==> src/rtl/gcd_pkg.sv <==
// ---------------------------------------------------------------------------
// gcd_pkg
// Shared constants for the subtract-based GCD controller:
//   - controller state encodings (exposed on the debug state port)
//   - datapath mux select encodings
//   - default iteration counter width and timeout limit
// ---------------------------------------------------------------------------
package gcd_pkg;

    // Controller states
    localparam logic [2:0] ST_IDLE   = 3'd0;
    localparam logic [2:0] ST_WAIT_B = 3'd1;
    localparam logic [2:0] ST_CALC   = 3'd2;
    localparam logic [2:0] ST_DONE   = 3'd3;
    localparam logic [2:0] ST_ERR    = 3'd4;

    // Subtractor operand selects (sel1 = x operand, sel2 = y operand)
    localparam logic SEL_A   = 1'b0;
    localparam logic SEL_B   = 1'b1;

    // Register input bus select
    localparam logic SEL_DIN = 1'b1;
    localparam logic SEL_SUB = 1'b0;

    // Iteration counter defaults
    localparam int          DEF_ITER_W   = 16;
    localparam logic [15:0] DEF_MAX_ITER = 16'hFFFF;

endpackage

==> src/rtl/gcd_iter_cnt.sv <==
// ---------------------------------------------------------------------------
// gcd_iter_cnt
// Counts subtract iterations. Clear has priority over increment; the count
// saturates at MAX_ITER and o_tc flags that terminal value.
// Ports:
//   i_clk, i_rst  clock, asynchronous active-high reset
//   i_clr         synchronous clear to zero
//   i_inc         increment (ignored once saturated)
//   o_cnt         current count
//   o_tc          count equals MAX_ITER
// ---------------------------------------------------------------------------
module gcd_iter_cnt
    import gcd_pkg::*;
#(
    parameter int                ITER_W   = DEF_ITER_W,
    parameter logic [ITER_W-1:0] MAX_ITER = DEF_MAX_ITER
) (
    input  logic              i_clk,
    input  logic              i_rst,
    input  logic              i_clr,
    input  logic              i_inc,
    output logic [ITER_W-1:0] o_cnt,
    output logic              o_tc
);

    logic [ITER_W-1:0] r_cnt;
    logic              w_tc;

    assign w_tc = (r_cnt == MAX_ITER);

    always_ff @(posedge i_clk or posedge i_rst) begin
        if (i_rst) begin
            r_cnt <= '0;
        end else if (i_clr) begin
            r_cnt <= '0;
        end else if (i_inc && !w_tc) begin
            r_cnt <= r_cnt + 1'b1;
        end
    end

    assign o_cnt = r_cnt;
    assign o_tc  = w_tc;

endmodule

==> src/rtl/gcd_controller.sv <==
// ---------------------------------------------------------------------------
// gcd_controller
// Sequences a 16-bit subtract-based GCD datapath. Operand A then operand B
// are taken from the datapath data_in bus over a valid/ready handshake, then
// one conditional subtract is issued per cycle until A == B.
//
// Handshake: an operand transfers on a rising edge where i_opnd_valid and
// o_opnd_ready are both high; o_opnd_ready never depends on i_opnd_valid.
//
// Ports:
//   i_clk, i_rst          clock, asynchronous active-high reset
//   i_opnd_valid          operand on data_in is valid (A first, then B)
//   o_opnd_ready          controller accepts an operand this cycle
//   i_abort               synchronous cancel (ignored in IDLE)
//   i_gt, i_lt, i_eq      datapath compare flags for A vs B
//   o_ld_a, o_ld_b        datapath register load enables
//   o_sel1, o_sel2        subtractor x / y operand selects (0=A, 1=B)
//   o_sel_in              register bus select (1=data_in, 0=subtractor)
//   o_busy                operation in progress (WAIT_B, CALC)
//   o_done                one-cycle pulse, GCD held in datapath A
//   o_err                 one-cycle pulse, timeout / abort / illegal flags
//   o_iter_cnt            subtracts performed in current/last operation
//   o_state               debug view of the controller state
// ---------------------------------------------------------------------------
module gcd_controller
    import gcd_pkg::*;
#(
    parameter int                ITER_W   = DEF_ITER_W,
    parameter logic [ITER_W-1:0] MAX_ITER = DEF_MAX_ITER
) (
    input  logic              i_clk,
    input  logic              i_rst,
    input  logic              i_opnd_valid,
    output logic              o_opnd_ready,
    input  logic              i_abort,
    input  logic              i_gt,
    input  logic              i_lt,
    input  logic              i_eq,
    output logic              o_ld_a,
    output logic              o_ld_b,
    output logic              o_sel1,
    output logic              o_sel2,
    output logic              o_sel_in,
    output logic              o_busy,
    output logic              o_done,
    output logic              o_err,
    output logic [ITER_W-1:0] o_iter_cnt,
    output logic [2:0]        o_state
);

    logic [2:0] r_state;
    logic [2:0] w_next;
    logic       w_ready, w_ld_a, w_ld_b, w_sel1, w_sel2, w_sel_in;
    logic       w_busy, w_done, w_err;
    logic       w_clr, w_inc, w_tc;

    gcd_iter_cnt #(
        .ITER_W   (ITER_W),
        .MAX_ITER (MAX_ITER)
    ) u_iter_cnt (
        .i_clk (i_clk),
        .i_rst (i_rst),
        .i_clr (w_clr),
        .i_inc (w_inc),
        .o_cnt (o_iter_cnt),
        .o_tc  (w_tc)
    );

    always_ff @(posedge i_clk or posedge i_rst) begin
        if (i_rst) begin
            r_state <= ST_IDLE;
        end else begin
            r_state <= w_next;
        end
    end

    // Next-state and Mealy output decode. Abort wins over everything
    // outside IDLE; equality wins over the timeout so a run that converges
    // exactly on the last allowed subtract still reports done.
    always_comb begin
        w_next   = r_state;
        w_ready  = 1'b0;
        w_ld_a   = 1'b0;
        w_ld_b   = 1'b0;
        w_sel1   = SEL_A;
        w_sel2   = SEL_A;
        w_sel_in = SEL_SUB;
        w_busy   = 1'b0;
        w_done   = 1'b0;
        w_err    = 1'b0;
        w_clr    = 1'b0;
        w_inc    = 1'b0;
        case (r_state)
            ST_IDLE: begin
                w_ready = 1'b1;
                if (i_opnd_valid) begin
                    w_sel_in = SEL_DIN;
                    w_ld_a   = 1'b1;
                    w_clr    = 1'b1;
                    w_next   = ST_WAIT_B;
                end
            end
            ST_WAIT_B: begin
                w_busy = 1'b1;
                if (i_abort) begin
                    w_next = ST_ERR;
                end else begin
                    w_ready = 1'b1;
                    if (i_opnd_valid) begin
                        w_sel_in = SEL_DIN;
                        w_ld_b   = 1'b1;
                        w_next   = ST_CALC;
                    end
                end
            end
            ST_CALC: begin
                w_busy = 1'b1;
                if (i_abort) begin
                    w_next = ST_ERR;
                end else if (i_eq) begin
                    w_next = ST_DONE;
                end else if (w_tc) begin
                    w_next = ST_ERR;
                end else if (i_gt) begin
                    w_sel1 = SEL_A;
                    w_sel2 = SEL_B;
                    w_ld_a = 1'b1;
                    w_inc  = 1'b1;
                end else if (i_lt) begin
                    w_sel1 = SEL_B;
                    w_sel2 = SEL_A;
                    w_ld_b = 1'b1;
                    w_inc  = 1'b1;
                end else begin
                    w_next = ST_ERR;
                end
            end
            ST_DONE: begin
                w_done = 1'b1;
                w_next = ST_IDLE;
            end
            ST_ERR: begin
                w_err  = 1'b1;
                w_next = ST_IDLE;
            end
            default: begin
                w_next = ST_IDLE;
            end
        endcase
    end

    // Reset gates the outputs directly so a Mealy load driven by a still
    // high opnd_valid cannot leak through while reset is asserted.
    assign o_opnd_ready = w_ready  & ~i_rst;
    assign o_ld_a       = w_ld_a   & ~i_rst;
    assign o_ld_b       = w_ld_b   & ~i_rst;
    assign o_sel1       = w_sel1   & ~i_rst;
    assign o_sel2       = w_sel2   & ~i_rst;
    assign o_sel_in     = w_sel_in & ~i_rst;
    assign o_busy       = w_busy   & ~i_rst;
    assign o_done       = w_done   & ~i_rst;
    assign o_err        = w_err    & ~i_rst;
    assign o_state      = r_state;

endmodule

==> config.mk <==
export PLATFORM = sky130hd
export DESIGN_NAME = gcd_controller
export DESIGN_NICKNAME = d
export VERILOG_FILES = /design/src/rtl/gcd_pkg.sv /design/src/rtl/gcd_iter_cnt.sv /design/src/rtl/gcd_controller.sv
export SDC_FILE = /design/constraint.sdc
export NUM_CORES = 1
export LEC_CHECK = 0
export ABC_CLOCK_PERIOD_IN_PS = 3400
export BUFFER_PORTS_ARGS = -buffer_cell sky130_fd_sc_hd__buf_2
export CORE_MARGIN = 10
export CORE_UTILIZATION = 55
export DETAILED_ROUTE_END_ITERATION = 6
export PLACE_DENSITY = 0.84
export SLEW_MARGIN = 0
export SYNTH_ARGS = -nofsm -noshare
export SYNTH_HDL_FRONTEND = slang
export SYNTH_SLANG_ARGS = --single-unit
==> constraint.sdc <==
create_clock -name i_clk -period 3.4 [get_ports i_clk]
set_clock_uncertainty 0.05 [all_clocks]
set_input_delay 0 -clock i_clk [delete_from_list [all_inputs] [get_ports i_clk]]
set_output_delay 0 -clock i_clk [all_outputs]
set_load 0.02 [all_outputs]
==> Word level (Yosys, flattened, before mapping) <==
Cells that the tools add are included.
{ "word_totals": {"register_bits": 19, "out_inout_bits": 28, "elab_cells": 66} }
{ "classes": {"n_addsub": 1, "eq_ne": 9, "n_mux": 38, "bitwise_logic": 10, "reduce_logical": 6} }
{ "ops": {"columns": ["cell", "n"], "rows": [
  ["2-to-1 mux 16 bit", 2],
  ["2-to-1 mux 3 bit", 8],
  ["2-to-1 mux 1 bit", 23],
  ["adder 16 x 1 -> 16 bit, second input constant", 1],
  ["equality test 16 bit, second input constant", 1],
  ["inequality test 5 x 4 -> 1 bit, second input constant", 2],
  ["AND 1 bit", 9],
  ["case mux 3 bit (3 select lines)", 1],
  ["case mux 1 bit (2 select lines)", 4],
  ["equality test 3 x 2 -> 1 bit, second input constant", 2],
  ["AND reduction 4 bit", 1],
  ["equality test 3 x 1 -> 1 bit, second input constant", 1],
  ["equality test 3 bit, second input constant", 1],
  ["zero test 3 bit", 1],
  ["inequality test 3 bit, second input constant", 1],
  ["inequality test 2 bit, second input constant", 1],
  ["nonzero test 2 bit", 1],
  ["OR reduction 2 bit", 1],
  ["logical AND 1 bit", 1],
  ["zero test 1 bit", 1],
  ["NOT 1 bit", 1]
]} }

==> Longest topological paths before layout <==
{ "depth": {"ltp_word": 9, "depth_mapped": 7, "mapped_depth_nobuf": 6} }

==> Hierarchy <==
From an unflattened synthesis, not the netlist that was laid out.
{ "hier_totals": {"hier_cells": 134, "hier_area_um2": 1244.9} }
{ "modules_own_cells": {"columns": ["module", "instances", "cells_per_inst", "area_each_um2"], "rows": [
  ["gcd_iter_cnt", 1, 99, 925.9],
  ["gcd_controller", 1, 35, 319.1]
]} }

==> Worst setup path before layout <==
No wires, ideal clock.
{ "synth_path": {"path_type": "register to output", "startpoint": "reg u_iter_cnt.r_cnt[0] (netlist: u_iter_cnt.o_cnt[0])", "endpoint": "out o_ld_a", "t_arrival_ns": 2.196, "t_required_ns": 3.350, "slack_ns": 1.154, "stages_incl_launch_ff": 8, "cell_sequence": "dfrtp_1 > ha_1 > and4_4 > and4bb_1 > buf_6 > nor3_2 > a21oi_1 > nor4_1"} }
{ "synth_via": {"elab_chain_cells": 6} }
{ "synth_rtl": {"columns": ["element", "line", "text"], "rows": [
  ["start, declared", "gcd_iter_cnt.sv:26", "logic [ITER_W-1:0] r_cnt;"],
  ["start signal, assigned", "gcd_iter_cnt.sv:37", "r_cnt <= r_cnt + 1'b1;"],
  ["equality test 16 bit", "gcd_iter_cnt.sv:29", "assign w_tc = (r_cnt == MAX_ITER);"],
  ["2-to-1 mux 1 bit", null, null],
  ["2-to-1 mux 1 bit", "gcd_controller.sv:120", "end else if (i_eq) begin"],
  ["2-to-1 mux 1 bit", "gcd_controller.sv:118", "if (i_abort) begin"],
  ["case mux 1 bit (2 select lines)", "gcd_controller.sv:93", "case (r_state)"],
  ["AND 1 bit", "gcd_controller.sv:155", "assign o_ld_a = w_ld_a & ~i_rst;"],
  ["end, declared", "gcd_controller.sv:39", "output logic o_ld_a,"]
]} }
No other way between the ends.

==> Worst setup path after layout <==
Same ends and word-level chain as after synthesis.

==> flow_summary.json <==
{
  "status": "complete, no violations",
  "synth_top_cells_by_count": "19 x sky130_fd_sc_hd__dfrtp_1, 16 x sky130_fd_sc_hd__nand2_1, 16 x sky130_fd_sc_hd__nor2_1, 10 x sky130_fd_sc_hd__xnor2_1",
  "ioPinCount": 35,
  "dpl_cell_area_um2": 1390,
  "crit_required_ps": 3350,
  "worst_skew_pair.late_latency_ps": 290,
  "worstHoldStart": "i_eq",
  "worst_hold_path_type": "input pin to flop",
  "routed_via_density": 5.62,
  "worstHoldPathCells": 3,
  "r2r-start": "u_iter_cnt.o_cnt[0]",
  "tritoncts_num_sinks": 19,
  "via_count_of_the_routed_design": 1084,
  "timing.critical_path.slowest_cell_delay_ps": 440,
  "syn_area_um2": 1230,
  "min_delay_worst_endpoint": "o_state[0]",
  "synth-warning-count": 0,
  "grt_max_degree": 22,
  "nets": 174,
  "cts.repair.resized": 0,
  "synth.top_cells.by_area": "sky130_fd_sc_hd__dfrtp_1 39%, sky130_fd_sc_hd__xnor2_1 7.1%, sky130_fd_sc_hd__mux2i_1 4.9%",
  "antenna_found_initial": 0,
  "number_of_synthesized_flops_with_an_enable_pin": 0,
  "die_height_um": 67.3,
  "slew_headroom_pct": 48.6,
  "synthFlopType": "sky130_fd_sc_hd__dfrtp_1",
  "cp-start-kind": "flop",
  "drt_first_pass_iters": 4,
  "drive_gt1_share_pct": 30.3,
  "crit_path_cell_trace": "ha_1, and4_4, and4bb_1, nor3_2, a21oi_1, nor4_1, buf_2",
  "cts_root_buf": "sky130_fd_sc_hd__clkbuf_4",
  "critical_path_arrival_ps": 2410,
  "die_w_um": 67.3,
  "rsz0062_at_grt": "false",
  "area_added_between_synthesis_and_finish_pct": 17.0,
  "ys_types": 37,
  "tritoncts": "built",
  "core_um2": 2170,
  "critical_path.max_fanout": 9,
  "drt.antenna.violating_nets": 0,
  "irDropWorstVdd_mv": 0.304,
  "synth_most_common_cell": "sky130_fd_sc_hd__dfrtp_1",
  "cts.reportedPaths.clkPinSlew_ps": 100,
  "groute.usage.overall_pct": 13.9,
  "final-hold-violation-count": 0,
  "total_half_perimeter_wirelength_after_legalization_and_detailed_placement_mm": 2.33,
  "first_pass_grt_wire_length_mm": 5.06,
  "clock_path_buffers": 2,
  "cts-buffers-inserted": 3,
  "n_antenna_cell": 0,
  "globalplace.congestion": 0.826,
  "cts_h_tree_lvls": 1,
  "die_footprint_um2": 4530,
  "timing.critical_path.slowest_stage_cell": "sky130_fd_sc_hd__dfrtp_1",
  "asyncSetResetFlopFracSynth_pct": 100,
  "postSynthAreaPerCell_um2": 9.40,
  "min_period_ps": 2460,
  "setup_violations": 0,
  "num_rows": 17,
  "clock.fmax_mhz": 406,
  "finalCritPeriodShare_pct": 72.5,
  "tightestPinTransition_ps": 770,
  "drc": 0,
  "critical_path.reg2reg.endpoint": "u_iter_cnt.o_cnt[15]",
  "number_of_max_cap_violations": 0,
  "port_buf_inserts": 34,
  "r2r_cells": 6,
  "maxSlewViolCount": 0,
  "yosysTopAreaCell": "sky130_fd_sc_hd__dfrtp_1",
  "criticalPathCategory": "flop to output port",
  "synth_seq_area_share_pct": 38.6,
  "1st_iter_drt_viols": 65,
  "design_area_um2": 1440,
  "total_leakage_power_nw": 0.713,
  "synthesis.instances": 131,
  "setup.worst_path.end_class": "output port",
  "synth_register_bits": 19,
  "mappedNetlistNets": 139,
  "fillerInstances": 184,
  "first_global_vias": 1098,
  "initial_utilization_pct": 56.7,
  "synth_top_area_share_pct": 38.6,
  "grt_overflow": 0,
  "p_per_area_nw_per_um2": 402,
  "dr_wl_cell_um": 15.7,
  "reg2reg_slack_ps": 1250,
  "setup_total_negative_slack_ps": 0,
  "postRouteWirelength_mm": 3.02
}
kinds of logic after synthesis:
| logic type | share of synthesized area, % |
|---|---|
| compound gates | 7.73 |
| xor+xnor | 7.11 |
| fa+ha+maj | 1.02 |
| buf+inv | 4.98 |
| flops | 38.6 |
| mux | 4.88 |
| simple gates | 35.7 |
cell type report:
cell class | count | area, um^2 | area share (%)
Clock buffer | 4 | 26.3 | 1.82
Timing Repair Buffer | 37 | 198 | 13.7
Inverter | 3 | 11.3 | 0.782
Multi-Input combinational cell | 102 | 694 | 48.2
Sequential cell | 19 | 475 | 33.0
Tap cell | 28 | 35.0 | 2.43
power breakdown:
| group | internal (W) | total, W | leakage (nW) | switching [W] |
|---|---|---|---|---|
| sequential | 0.000238 | 0.000279 | 0.263 | 0.0000408 |
| clock | 0.0000456 | 0.000114 | 0.0150 | 0.0000685 |
| combinational | 0.0000676 | 0.000186 | 0.435 | 0.000118 |
critical path, delay by kind of cell, from the launching register on:
family                   cells  cell delay, ps
buffers and inverters        1             220
AO/OA/AOI/OAI                1             120
flip-flops                   1             440
AND/OR/NAND/NOR              4            1090
adder cells (fa/ha/maj)      1             250
sequential cells by signal (all words and copies together), names as in the netlist:
name and cells:
u_iter_cnt.o_cnt 16, o_state 3
placed cells by master, fill, tap and decap left out, types with 2 or more instances in the layout:
| cell | count |
|---|---|
| sky130_fd_sc_hd__a21oi_1 | 4 |
| sky130_fd_sc_hd__and3_1 | 6 |
| sky130_fd_sc_hd__buf_2 | 34 |
| sky130_fd_sc_hd__clkbuf_4 | 3 |
| sky130_fd_sc_hd__dfrtp_1 | 19 |
| sky130_fd_sc_hd__dlygate4sd3_1 | 2 |
| sky130_fd_sc_hd__inv_1 | 3 |
| sky130_fd_sc_hd__mux2i_1 | 6 |
| sky130_fd_sc_hd__nand2_1 | 16 |
| sky130_fd_sc_hd__nand2b_1 | 2 |
| sky130_fd_sc_hd__nand3_1 | 4 |
| sky130_fd_sc_hd__nand4_1 | 4 |
| sky130_fd_sc_hd__nor2_1 | 16 |
| sky130_fd_sc_hd__nor2_2 | 2 |
| sky130_fd_sc_hd__nor2b_1 | 3 |
| sky130_fd_sc_hd__nor3_1 | 5 |
| sky130_fd_sc_hd__nor3_2 | 4 |
| sky130_fd_sc_hd__nor4_4 | 2 |
| sky130_fd_sc_hd__o21ai_0 | 2 |
| sky130_fd_sc_hd__or3_1 | 2 |
| sky130_fd_sc_hd__xnor2_1 | 10 |
layer usage:
layer,vias to the layer above,track usage (%),routed length (um)
met3,0,4.96,269
met5,-,0,0
met2,42,22.2,1500
met1,512,16.9,1260
met4,0,5.13,0
li1,530,-,-
per-stage QoR:
| step | power, W | hold WS, ps | worst slack (ps) | std cells | utilization [%] |
|---|---|---|---|---|---|
| 6_report | 0.000579 | 9.27 | 936 | 193 | 66.4 |
| 4_1_cts | 0.000583 | 10.3 | 927 | 193 | 66.4 |
| 5_1_grt | 0.000614 | 6.85 | 723 | 193 | 66.4 |
| 3_5_place_dp | 0.000468 | 161 | 1260 | 187 | 64.2 |
| 2_1_floorplan | 0.000416 | -88.2 | 1150 | 131 | - |
| 3_3_place_gp | 0.000462 | 147 | 1360 | 187 | 64.2 |
worst max-delay path by stage:
stage	from	slack, ps	to
2_1_floorplan	u_iter_cnt.o_cnt[0]	1150	o_ld_a
3_3_place_gp	u_iter_cnt.o_cnt[0]	1360	u_iter_cnt.o_cnt[15]
3_5_place_dp	u_iter_cnt.o_cnt[0]	1260	u_iter_cnt.o_cnt[15]
4_1_cts	u_iter_cnt.o_cnt[0]	930	o_ld_a
5_1_grt	u_iter_cnt.o_cnt[0]	720	o_ld_a
6_report	u_iter_cnt.o_cnt[0]	940	o_ld_a
repair_timing:
action	4_1_cts	5_1_grt
buffers inserted	0	0
hold endpoints to repair	20	0
hold buffers	2	0
setup endpoints to repair	0	0
No activity file was read; power rests on OpenSTA's default activity.
